<file path="config.mk">
export PLATFORM = sky130hd
export DESIGN_NAME = mod_updown_counter
export DESIGN_NICKNAME = d
export VERILOG_FILES = /design/src/rtl/mod_updown_counter.sv
export SDC_FILE = /design/constraint.sdc
export NUM_CORES = 1
export LEC_CHECK = 0
export CORE_ASPECT_RATIO = 1.4
export CORE_MARGIN = 3
export CORE_UTILIZATION = 45
export CTS_CLUSTER_SIZE = 12
export DETAILED_ROUTE_END_ITERATION = 10
export PLACE_DENSITY_LB_ADDON = 0.15
export SYNTH_ARGS = -nofsm -noshare
export SYNTH_HDL_FRONTEND = slang
export SYNTH_SLANG_ARGS = --single-unit
export TNS_END_PERCENT = 30
</file>
<file path="constraint.sdc">
create_clock -name clk -period 2.1 [get_ports clk]
set_input_delay 0.63 -clock clk [delete_from_list [all_inputs] [get_ports clk]]
set_output_delay 0.63 -clock clk [all_outputs]
set_load 0.02 [all_outputs]
</file>
<file path="src/rtl/mod_updown_counter.sv">
`default_nettype none
// =============================================================================
// Module      : mod_updown_counter
// Description : Up/down counter with programmable modulus, parallel load,
//               wrap/saturate boundary handling, tc pulse and sticky ovf.
// Revision    : 1.0 - initial release
// =============================================================================
module mod_updown_counter #(
  parameter int               WIDTH   = 8,
  parameter logic [WIDTH-1:0] RST_VAL = '0
) (
  input  logic             clk,
  input  logic             rst,
  input  logic             en,
  input  logic             up,
  input  logic             load,
  input  logic [WIDTH-1:0] load_val,
  input  logic [WIDTH-1:0] mod_max,
  input  logic             sat_mode,
  input  logic             clr_ovf,
  output logic [WIDTH-1:0] q,
  output logic             tc,
  output logic             ovf,
  output logic             zero
);

  localparam logic [WIDTH-1:0] c_one  = {{(WIDTH-1){1'b0}}, 1'b1};
  localparam logic [WIDTH-1:0] c_zero = '0;

  logic [WIDTH-1:0] r_q;
  logic             r_tc;
  logic             r_ovf;

  logic             w_at_top;
  logic             w_at_bot;
  logic             w_event;
  logic [WIDTH-1:0] w_q_next;
  logic             w_ovf_next;

  // Boundary is decided before any +/-1, so no step ever relies on carry/borrow.
  always_comb begin
    w_at_top   = (r_q >= mod_max);
    w_at_bot   = (r_q == c_zero);
    w_event    = 1'b0;
    w_q_next   = r_q;
    w_ovf_next = r_ovf & ~clr_ovf;

    if (load) begin
      w_q_next = load_val;
    end else if (en) begin
      if (up) begin
        if (w_at_top) begin
          w_event  = 1'b1;
          w_q_next = sat_mode ? mod_max : c_zero;
        end else begin
          w_q_next = r_q + c_one;
        end
      end else begin
        if (w_at_bot) begin
          w_event  = 1'b1;
          w_q_next = sat_mode ? c_zero : mod_max;
        end else begin
          w_q_next = r_q - c_one;
        end
      end
    end

    // A boundary event on the same edge as a clear wins.
    if (w_event) begin
      w_ovf_next = 1'b1;
    end
  end

  always_ff @(posedge clk) begin
    if (rst) begin
      r_q   <= RST_VAL;
      r_tc  <= 1'b0;
      r_ovf <= 1'b0;
    end else begin
      r_q   <= w_q_next;
      r_tc  <= w_event;
      r_ovf <= w_ovf_next;
    end
  end

  assign q    = r_q;
  assign tc   = r_tc;
  assign ovf  = r_ovf;
  assign zero = (r_q == c_zero);

endmodule
`default_nettype wire

</file>
==> results.sh, run 1 <==
export IMPL_postRouteAntennaNets=0
export IMPL_wl_per_cell_microns=18.2
export IMPL_first_pass_iters=5
export IMPL_grt_use_total_pct=26.9
export IMPL_end_kind="register"
export IMPL_cap_violations=0
export IMPL_syn2layout_area_growth_pct=64.1
export IMPL_path_cells="buf_2 > inv_1 > ha_4 > nor2b_1 > o211ai_1 > buf_4 > a31o_4 > a221o_1 > o311ai_4 > a221oi_2"
export IMPL_violations="negative setup slack"
export IMPL_clkPwrFrac_pct=19.5
export IMPL_die_h_microns=70.6
export IMPL_dp_hpwl_microns=3330
export IMPL_drive_gt1_share_pct=41.1
export IMPL_regToRegSetupSlack_ps=-80
export IMPL_hold_ws_ps=489
export IMPL_synthArstFlopShare_pct=0
export IMPL_fmax_mhz=454
export IMPL_drc=0
export IMPL_htree_levels=1
export IMPL_slew_viol_final=0
export IMPL_finalHoldViolCount=0
export IMPL_ir_worst_vdd_uv=331
export IMPL_hold_class="register to register"
export IMPL_path_max_fanout=5
export IMPL_grt_pass1_wl_microns=7540
export IMPL_ys_flop_type="dfxtp_1"
export IMPL_period_share_pct=105
export IMPL_io_pins=34
export IMPL_final_core_util_pct=80.8
export IMPL_grt_max_degree=12
export IMPL_r2r_end="q[7]"
export IMPL_gp_congestion=0.969
export IMPL_rr_worst_depth=9
export IMPL_netlist_instances=173
export IMPL_diodes=0
export IMPL_p_leak_nw=0.957
export IMPL_fp_coreArea_sq_um=2730
export IMPL_hold_end="ovf"
export IMPL_grt_pass1_vias=1683
export IMPL_grt_overflow=0
export IMPL_io_buffers=33
export IMPL_rsz0062_at_grt="true"
export IMPL_clk_pin_slew_ps=80
export IMPL_cp_start_kind="input pin"
export IMPL_yosysSeqAreaShare_pct=14.9
export IMPL_nFillCells=174
export IMPL_combPwrFrac_pct=58.6
export IMPL_clock_path_buffers=2
export IMPL_ys_types=53
export IMPL_tightest_slew_ps=413
export IMPL_drtIter0Drc=117
export IMPL_p_sw_share_pct=39.7
export IMPL_fin_crit_ps=2200
export IMPL_place_ws_ps=-615
export IMPL_nets=281
export IMPL_dieArea_sq_um=3680
export IMPL_drt_vias_per_instance=6.14
export IMPL_cp_required_ps=2270
export IMPL_routed_wl_microns=5130
export IMPL_critPathSlowestCell="a221o_1"
export IMPL_max_slew_margin_pct=72.4
export IMPL_cp_depth=10
export IMPL_p_sw_uw=393
export IMPL_p_int_uw=597
export IMPL_synth_seq_cells=10
export IMPL_clock_sinks=10
export IMPL_finalWorstSetupSlack_ps=-104
export IMPL_critPathKind="input pin to register"
export IMPL_slowest_delay_ps=390
export IMPL_vias=1732
export IMPL_outcome="finished with violations"
export IMPL_root_buffer="clkbuf_4"
export IMPL_synth_nets=207
export IMPL_p_per_area_nw_per_um2=450
export IMPL_yosysWarnings=0
export IMPL_antenna_found_initial=0
export IMPL_hold_buffers=0
export IMPL_setup_viol=7
export IMPL_syn_area_sq_um=1340
export IMPL_row_count=22
export IMPL_cts_tree="done"
export IMPL_clock_latency_ps=280
export IMPL_crit_buf_inv=3
export IMPL_cts_buffers=3
export IMPL_chipWidth_microns=52.1
export IMPL_seqPwrFrac_pct=21.9
export IMPL_synth_edff_count=0
export IMPL_initial_core_util_pct=49.2
export IMPL_syn_avg_cell_area_sq_um=7.75
export IMPL_worstHoldStart="ovf"
export IMPL_critPathArrivalTime_ps=2370
export IMPL_critical_path_top_delay_family="compound AO/OA/AOI/OAI gates"
export IMPL_hold_depth=2
export IMPL_r2r_start="q[1]"
export IMPL_skew_ps=2.46
## layout by cell type (no fill, tap or decap), types with 2 or more instances in the layout
cell type / count
a21oi_1: 9
a21oi_2: 4
a221oi_2: 3
a31oi_1: 3
and3_1: 2
buf_4: 44
buf_6: 4
clkbuf_2: 5
clkbuf_4: 3
clkdlybuf4s50_1: 20
dfxtp_1: 9
dlygate4sd2_1: 2
dlymetal6s2s_1: 4
ha_1: 5
ha_4: 6
inv_1: 11
inv_2: 5
mux2i_1: 3
nand2_1: 12
nand2b_1: 2
nand3_1: 3
nand4_1: 2
nor2_1: 13
nor3_1: 7
nor3_2: 2
o211ai_1: 2
o21ai_0: 9
o22ai_1: 2
xnor2_1: 4
xor2_1: 6
## cells in the mapped netlist (2+ instances only)
library cell | number | share of area [%]
a21oi_1 | 12 | 4.5
a221oi_1 | 3 | 2.0
a31oi_1 | 5 | 2.3
and3_1 | 3 | 1.4
buf_6 | 2 | 1.7
clkbuf_1 | 3 | 0.84
clkbuf_8 | 4 | 4.1
dfxtp_1 | 10 | 15
ha_1 | 11 | 10
inv_1 | 17 | 4.8
mux2i_1 | 3 | 2.2
nand2_1 | 13 | 3.6
nand2b_1 | 2 | 0.93
nand3_1 | 3 | 1.1
nand4_1 | 2 | 0.93
nor2_1 | 13 | 3.6
nor3_1 | 9 | 3.4
o211ai_1 | 2 | 1.1
o21ai_0 | 11 | 4.1
o21bai_1 | 2 | 1.1
o22ai_1 | 2 | 0.93
o41ai_1 | 2 | 1.3
xnor2_1 | 4 | 2.6
xor2_1 | 6 | 3.9
## routing by layer
metal	share of wire, %	track usage, %	up-vias
met5	0	0	-
met4	7.1	19.6	0
met3	8.1	4.63	39
met2	50	44.9	138
met1	35	29.4	776
li1	-	-	779
## final cells by class
type                            instances  area, sq um  share of cell area, %
Clock buffer                            4         36.3                   1.65
Inverter                               17         67.6                   3.07
Multi-Input combinational cell        133         1150                   52.1
Sequential cell                        10          201                   9.15
Tap cell                               36         45.0                   2.05
Timing Repair Buffer                   82          703                   31.9
## worst max-delay path by stage
stage          endpoint  slack [ps]  startpoint
2_1_floorplan      zero        -0.3        q[2]
3_3_place_gp       q[6]        -590  mod_max[7]
3_5_place_dp       q[6]        -610  mod_max[7]
4_1_cts            zero         -30        q[5]
5_1_grt            q[7]        -170  mod_max[1]
6_report           q[7]        -100  mod_max[1]
## worst register-to-register path, cell delays in order (launching register included)
cell	delay, ps
dfxtp_1	320
buf_6	140
ha_4	260
nor2b_1	150
o211ai_1	130
buf_4	180
a31o_4	270
a221o_1	390
o311ai_4	120
a221oi_2	90
## cell families after synthesis
kind of cell,synth area share (%)
and+or+nand+nor,20.4
xor gates and xnor gates,6.53
muxes,2.24
AOI/OAI and AO/OA,29.3
DFF,14.9
adders and majority gates,10.3
buffers and inverters,16.3
## per-stage QoR
stage	cells	area [sq um]	power [mW]	setup TNS (ps)
after floorplan	173	1350	0.501	-0.341
after CTS	278	2080	0.937	-28.2
after global placement	273	1920	0.690	-5460
after global routing	282	2200	1.04	-1120
after detailed placement	273	1920	0.700	-5990
final	282	2200	0.990	-316
## power by group through the flow
stage / logic [mW] / clock network (mW) / registers [mW]
2_1_floorplan: 0.258 / 0 / 0.242
3_3_place_gp: 0.472 / 0 / 0.219
3_5_place_dp: 0.480 / 0 / 0.219
4_1_cts: 0.524 / 0.195 / 0.217
5_1_grt: 0.621 / 0.201 / 0.218
6_report: 0.580 / 0.193 / 0.217
## state kept, by name, summed over array words and instances (netlist names)
signal	flops
ovf	1
q	8
tc	1
## timing repair
action / 4_1_cts / 5_1_grt
gates resized for setup: 43 / 27
setup buffers: 1 / 5
pin swaps: 17 / 16
endpoints found under the setup margin: 11 / 14
Note: power is estimated with default switching activity, not from simulation.
==> run 2, diff against run 1 <==
--- a/config.mk
+++ b/config.mk
@@ -6,11 +6,12 @@
 export NUM_CORES = 1
 export LEC_CHECK = 0
 export CORE_ASPECT_RATIO = 1.4
-export CORE_MARGIN = 3
+export CORE_MARGIN = 4
 export CORE_UTILIZATION = 45
 export CTS_CLUSTER_SIZE = 12
 export DETAILED_ROUTE_END_ITERATION = 10
 export PLACE_DENSITY_LB_ADDON = 0.15
+export REMOVE_ABC_BUFFERS = 1
 export SYNTH_ARGS = -nofsm -noshare
 export SYNTH_HDL_FRONTEND = slang
 export SYNTH_SLANG_ARGS = --single-unit
==> results.sh, run 2 (synthesis results as in run 1) <==
export IMPL_outcome="finished with violations"
export IMPL_violations="negative setup slack"
export IMPL_chipWidth_microns=54.1
export IMPL_drive_gt1_share_pct=34.8
export IMPL_cts_tree="done"
export IMPL_largest_reg_flops=8
export IMPL_gp_congestion=0.924
export IMPL_path_cells="clkdlybuf4s15_1 > inv_2 > ha_4 > o211ai_1 > buf_4 > a31o_4 > a221o_2 > o311ai_2 > a221oi_2"
export IMPL_io_pins=34
export IMPL_hold_ws_ps=479
export IMPL_cp_required_ps=2220
export IMPL_clk_pin_slew_ps=50
export IMPL_row_count=23
export IMPL_grt_max_degree=15
export IMPL_dpl_instance_area_sq_um=1800
export IMPL_grt_pass1_wl_microns=6800
export IMPL_io_buffers=33
export IMPL_htree_levels=1
export IMPL_setup_tns_ps=-33.8
export IMPL_first_pass_iters=4
export IMPL_setup_viol=1
export IMPL_vias=1594
export IMPL_drc=0
export IMPL_finalWorstSetupSlack_ps=-33.8
export IMPL_clock_sinks=10
export IMPL_critPathKind="input pin to register"
export IMPL_cap_violations=0
export IMPL_grt_overflow=0
export IMPL_fin_area_sq_um=2070
export IMPL_max_slew_margin_pct=69.1
export IMPL_drtIter0Drc=38
export IMPL_critical_path_top_delay_family="compound AO/OA/AOI/OAI gates"
export IMPL_hold_depth=2
export IMPL_p_per_area_nw_per_um2=476
export IMPL_grt_pass1_vias=1512
export IMPL_nets=268
export IMPL_place_ws_ps=-778
export IMPL_skew_ps=1.50
export IMPL_diodes=0
export IMPL_wl_per_cell_microns=16.1
export IMPL_syn2layout_area_growth_pct=54.4
export IMPL_crit_buf_inv=3
export IMPL_period_share_pct=102
export IMPL_fmax_mhz=469
export IMPL_routed_wl_microns=4340
export IMPL_clock_latency_ps=240
export IMPL_dieArea_sq_um=3930
export IMPL_final_common_cell="buf_4"
export IMPL_initial_core_util_pct=46.6
export IMPL_hold_buffers=0
export IMPL_hold_class="register to register"
export IMPL_slew_viol_final=0
export IMPL_finalHoldViolCount=0
export IMPL_path_max_fanout=5
export IMPL_fin_crit_ps=2130
export IMPL_critPathSlowestCell="a221o_2"
export IMPL_dp_hpwl_microns=3150
export IMPL_ir_worst_vdd_uv=387
export IMPL_rr_worst_depth=9
export IMPL_cp_start_kind="input pin"
export IMPL_antenna_found_initial=0
export IMPL_postRouteAntennaNets=0
export IMPL_slowest_delay_ps=370
export IMPL_tightest_slew_ps=463
export IMPL_fp_coreArea_sq_um=2880
export IMPL_die_h_microns=72.6
export IMPL_root_buffer="clkbuf_8"
export IMPL_final_cell_mix="34 x buf_4, 21 x clkdlybuf4s50_1, 13 x nor2_1, 12 x nand2_1"
export IMPL_rsz0062_at_grt="true"
export IMPL_critPathArrivalTime_ps=2250
export IMPL_clock_path_buffers=2
export IMPL_cts_buffers=3
export IMPL_cp_depth=9
export IMPL_end_kind="register"
export IMPL_final_core_util_pct=72.0
export IMPL_p_leak_nw=0.889
export IMPL_grt_use_total_pct=23.1
export IMPL_drt_vias_per_instance=5.90
[run 2: what timing repair did]
item	in CTS	in global routing
endpoints found under the setup margin	11	14
setup buffers	3	1
gates resized for setup	48	17
pin swaps	19	7
[run 2: where the power goes]
| part | internal (mW) | leakage [nW] | switching, mW |
|---|---|---|---|
| logic | 0.258 | 0.778 | 0.262 |
| registers | 0.204 | 0.0827 | 0.0115 |
| clock network | 0.166 | 0.0288 | 0.0838 |
[run 2: path summary, 6_finish.rpt]
| kind | startpoint | endpoint | slack [ps] |
|---|---|---|---|
| hold / removal | ovf | ovf | 480 |
| setup reg to reg | q[1] | q[4] | 40 |
| hold reg to reg | ovf | ovf | 480 |
| setup / recovery | mod_max[3] | q[4] | -30 |
[run 2: final cells by class]
| cell class | count | area [sq um] |
|---|---|---|
| fill | 237 | 807 |
| inverter | 17 | 63.8 |
| tap | 37 | 46.3 |
| timing repair buffer | 69 | 609 |
| multi-input combinational | 133 | 1100 |
| clock buffer | 4 | 55.1 |
| sequential | 10 | 200 |
[run 2: worst min-delay path, stage by stage, from the launching register on]
cell      delay, ps
dfxtp_1         310
nand2b_1         70
a21oi_1          60
[run 2: per-stage QoR]
stage          power (mW)  std cells
2_1_floorplan       0.448        160
5_1_grt              1.05        270
3_3_place_gp        0.660        262
4_1_cts             0.964        269
3_5_place_dp        0.669        262
6_report            0.986        270
[run 2: routing by layer]
| metal | global-route usage [%] | share of wire, % |
|---|---|---|
| met5 | 0 | 0 |
| met4 | 7.76 | 3.5 |
| met1 | 25.9 | 38 |
| met3 | 4.29 | 8.0 |
| met2 | 41.7 | 50 |
==> run 3, diff against run 2 <==
--- a/config.mk
+++ b/config.mk
@@ -7,9 +7,11 @@
 export LEC_CHECK = 0
 export CORE_ASPECT_RATIO = 1.4
 export CORE_MARGIN = 4
-export CORE_UTILIZATION = 45
+export CORE_UTILIZATION = 46
+export CTS_BUF_LIST = sky130_fd_sc_hd__clkbuf_4
 export CTS_CLUSTER_SIZE = 12
 export DETAILED_ROUTE_END_ITERATION = 10
+export GPL_ROUTABILITY_DRIVEN = 0
 export PLACE_DENSITY_LB_ADDON = 0.15
 export REMOVE_ABC_BUFFERS = 1
 export SYNTH_ARGS = -nofsm -noshare
==> results.sh, run 3 (synthesis results as in run 1) <==
export IMPL_p_per_area_nw_per_um2=434
export IMPL_finalHoldViolCount=0
export IMPL_max_slew_margin_pct=69.6
export IMPL_antenna_found_initial=0
export IMPL_setup_viol=2
export IMPL_clock_sinks=10
export IMPL_grt_pass1_wl_microns=7360
export IMPL_power_uw=879
export IMPL_p_leak_nw=0.842
export IMPL_diodes=0
export IMPL_chipWidth_microns=53.6
export IMPL_drive_gt1_share_pct=34.7
export IMPL_path_max_fanout=4
export IMPL_slew_viol_final=0
export IMPL_violations="negative setup slack"
export IMPL_postRouteAntennaNets=0
export IMPL_cp_start_kind="input pin"
export IMPL_drc=0
export IMPL_cap_violations=0
export IMPL_routed_wl_microns=4500
export IMPL_outcome="finished with violations"
export IMPL_cts_buffers=3
export IMPL_grt_max_degree=15
export IMPL_cts_tree="done"
export IMPL_row_count=22
export IMPL_hold_buffers=0
export IMPL_end_kind="register"
export IMPL_setup_tns_ps=-100
export IMPL_fmax_mhz=464
export IMPL_ir_worst_vdd_uv=328
export IMPL_final_cell_mix="37 x buf_4, 23 x clkdlybuf4s50_1, 13 x nor2_1, 12 x a21oi_1, 12 x nand2_1"
export IMPL_critPathKind="input pin to register"
export IMPL_htree_levels=1
export IMPL_rsz0062_at_grt="true"
export IMPL_wl_per_cell_microns=16.5
export IMPL_fin_crit_ps=2160
export IMPL_grt_use_total_pct=25.2
export IMPL_clock_latency_ps=270
export IMPL_tightest_slew_ps=455
export IMPL_clk_pin_slew_ps=70
export IMPL_critPathArrivalTime_ps=2290
export IMPL_dieArea_sq_um=3860
export IMPL_io_pins=34
export IMPL_die_h_microns=71.9
export IMPL_vias=1637
export IMPL_period_share_pct=103
export IMPL_clock_path_buffers=2
export IMPL_finalWorstSetupSlack_ps=-55.5
export IMPL_drt_vias_per_instance=6.02
export IMPL_nets=271
export IMPL_dp_hpwl_microns=3230
export IMPL_drtIter0Drc=121
export IMPL_skew_ps=4.71
export IMPL_grt_pass1_vias=1612
export IMPL_place_ws_ps=-799
export IMPL_fp_coreArea_sq_um=2700
export IMPL_grt_overflow=0
export IMPL_largest_reg_flops=8
export IMPL_root_buffer="clkbuf_4"
export IMPL_syn2layout_area_growth_pct=51.1
export IMPL_first_pass_iters=6
export IMPL_initial_core_util_pct=49.7
export IMPL_io_buffers=33
export IMPL_cp_required_ps=2230
export IMPL_final_common_cell="buf_4"
export IMPL_hold_class="register to register"
[run 3: worst paths after layout]
| path | from | endpoint | slack (ps) | depth (start not counted) |
|---|---|---|---|---|
| setup reg to reg | q[1] | q[4] | -20 | 10 |
| hold / removal | ovf | ovf | 480 | 2 |
| hold reg to reg | ovf | ovf | 480 | 2 |
| setup / recovery | mod_max[1] | q[4] | -60 | 11 |
[run 3: cell type report]
cell class | instances | area, sq um
multi-input cells | 133 | 1060
flip-flops and latches | 10 | 203
repair buffers | 72 | 627
clock inverters | 1 | 3.75
well taps | 36 | 45.0
clock buffers | 3 | 22.5
inverters | 17 | 63.8
fillers | 231 | 671
[run 3: per-layer routing]
layer	global-route usage, %	vias up	wire (microns)
met5	0	-	0
met1	28.6	755	1610
met4	10.2	0	133
met2	44.9	101	2350
met3	4.31	18	403
li1	-	763	-
[run 3: critical path, stage by stage]
cell	delay (ps)
buf_2	100
inv_2	40
ha_4	260
nor2b_4	110
o211ai_1	80
buf_4	160
a31o_4	250
buf_4	130
a221o_2	350
o311ai_2	90
a221oi_2	80
[run 3: power breakdown]
part	switching, mW	internal, mW
clock	0.0719	0.0688
sequential	0.0141	0.205
combinational	0.258	0.262
[run 3: stage by stage]
step	cell area, sq um	hold slack (ps)	utilization, %	instances
5_1_grt	2030	515	75.1	272
4_1_cts	2000	488	74.3	271
2_1_floorplan	1190	541	-	160
3_5_place_dp	1820	476	67.3	263
3_3_place_gp	1820	465	67.3	263
6_report	2030	482	75.1	272
[run 3: what timing repair did]
action / in CTS / in global routing
pin swaps: 14 / 3
setup endpoints to repair: 13 / 11
hold endpoints to repair: 0 / 0
resized for setup: 54 / 5
setup buffers: 4 / 2
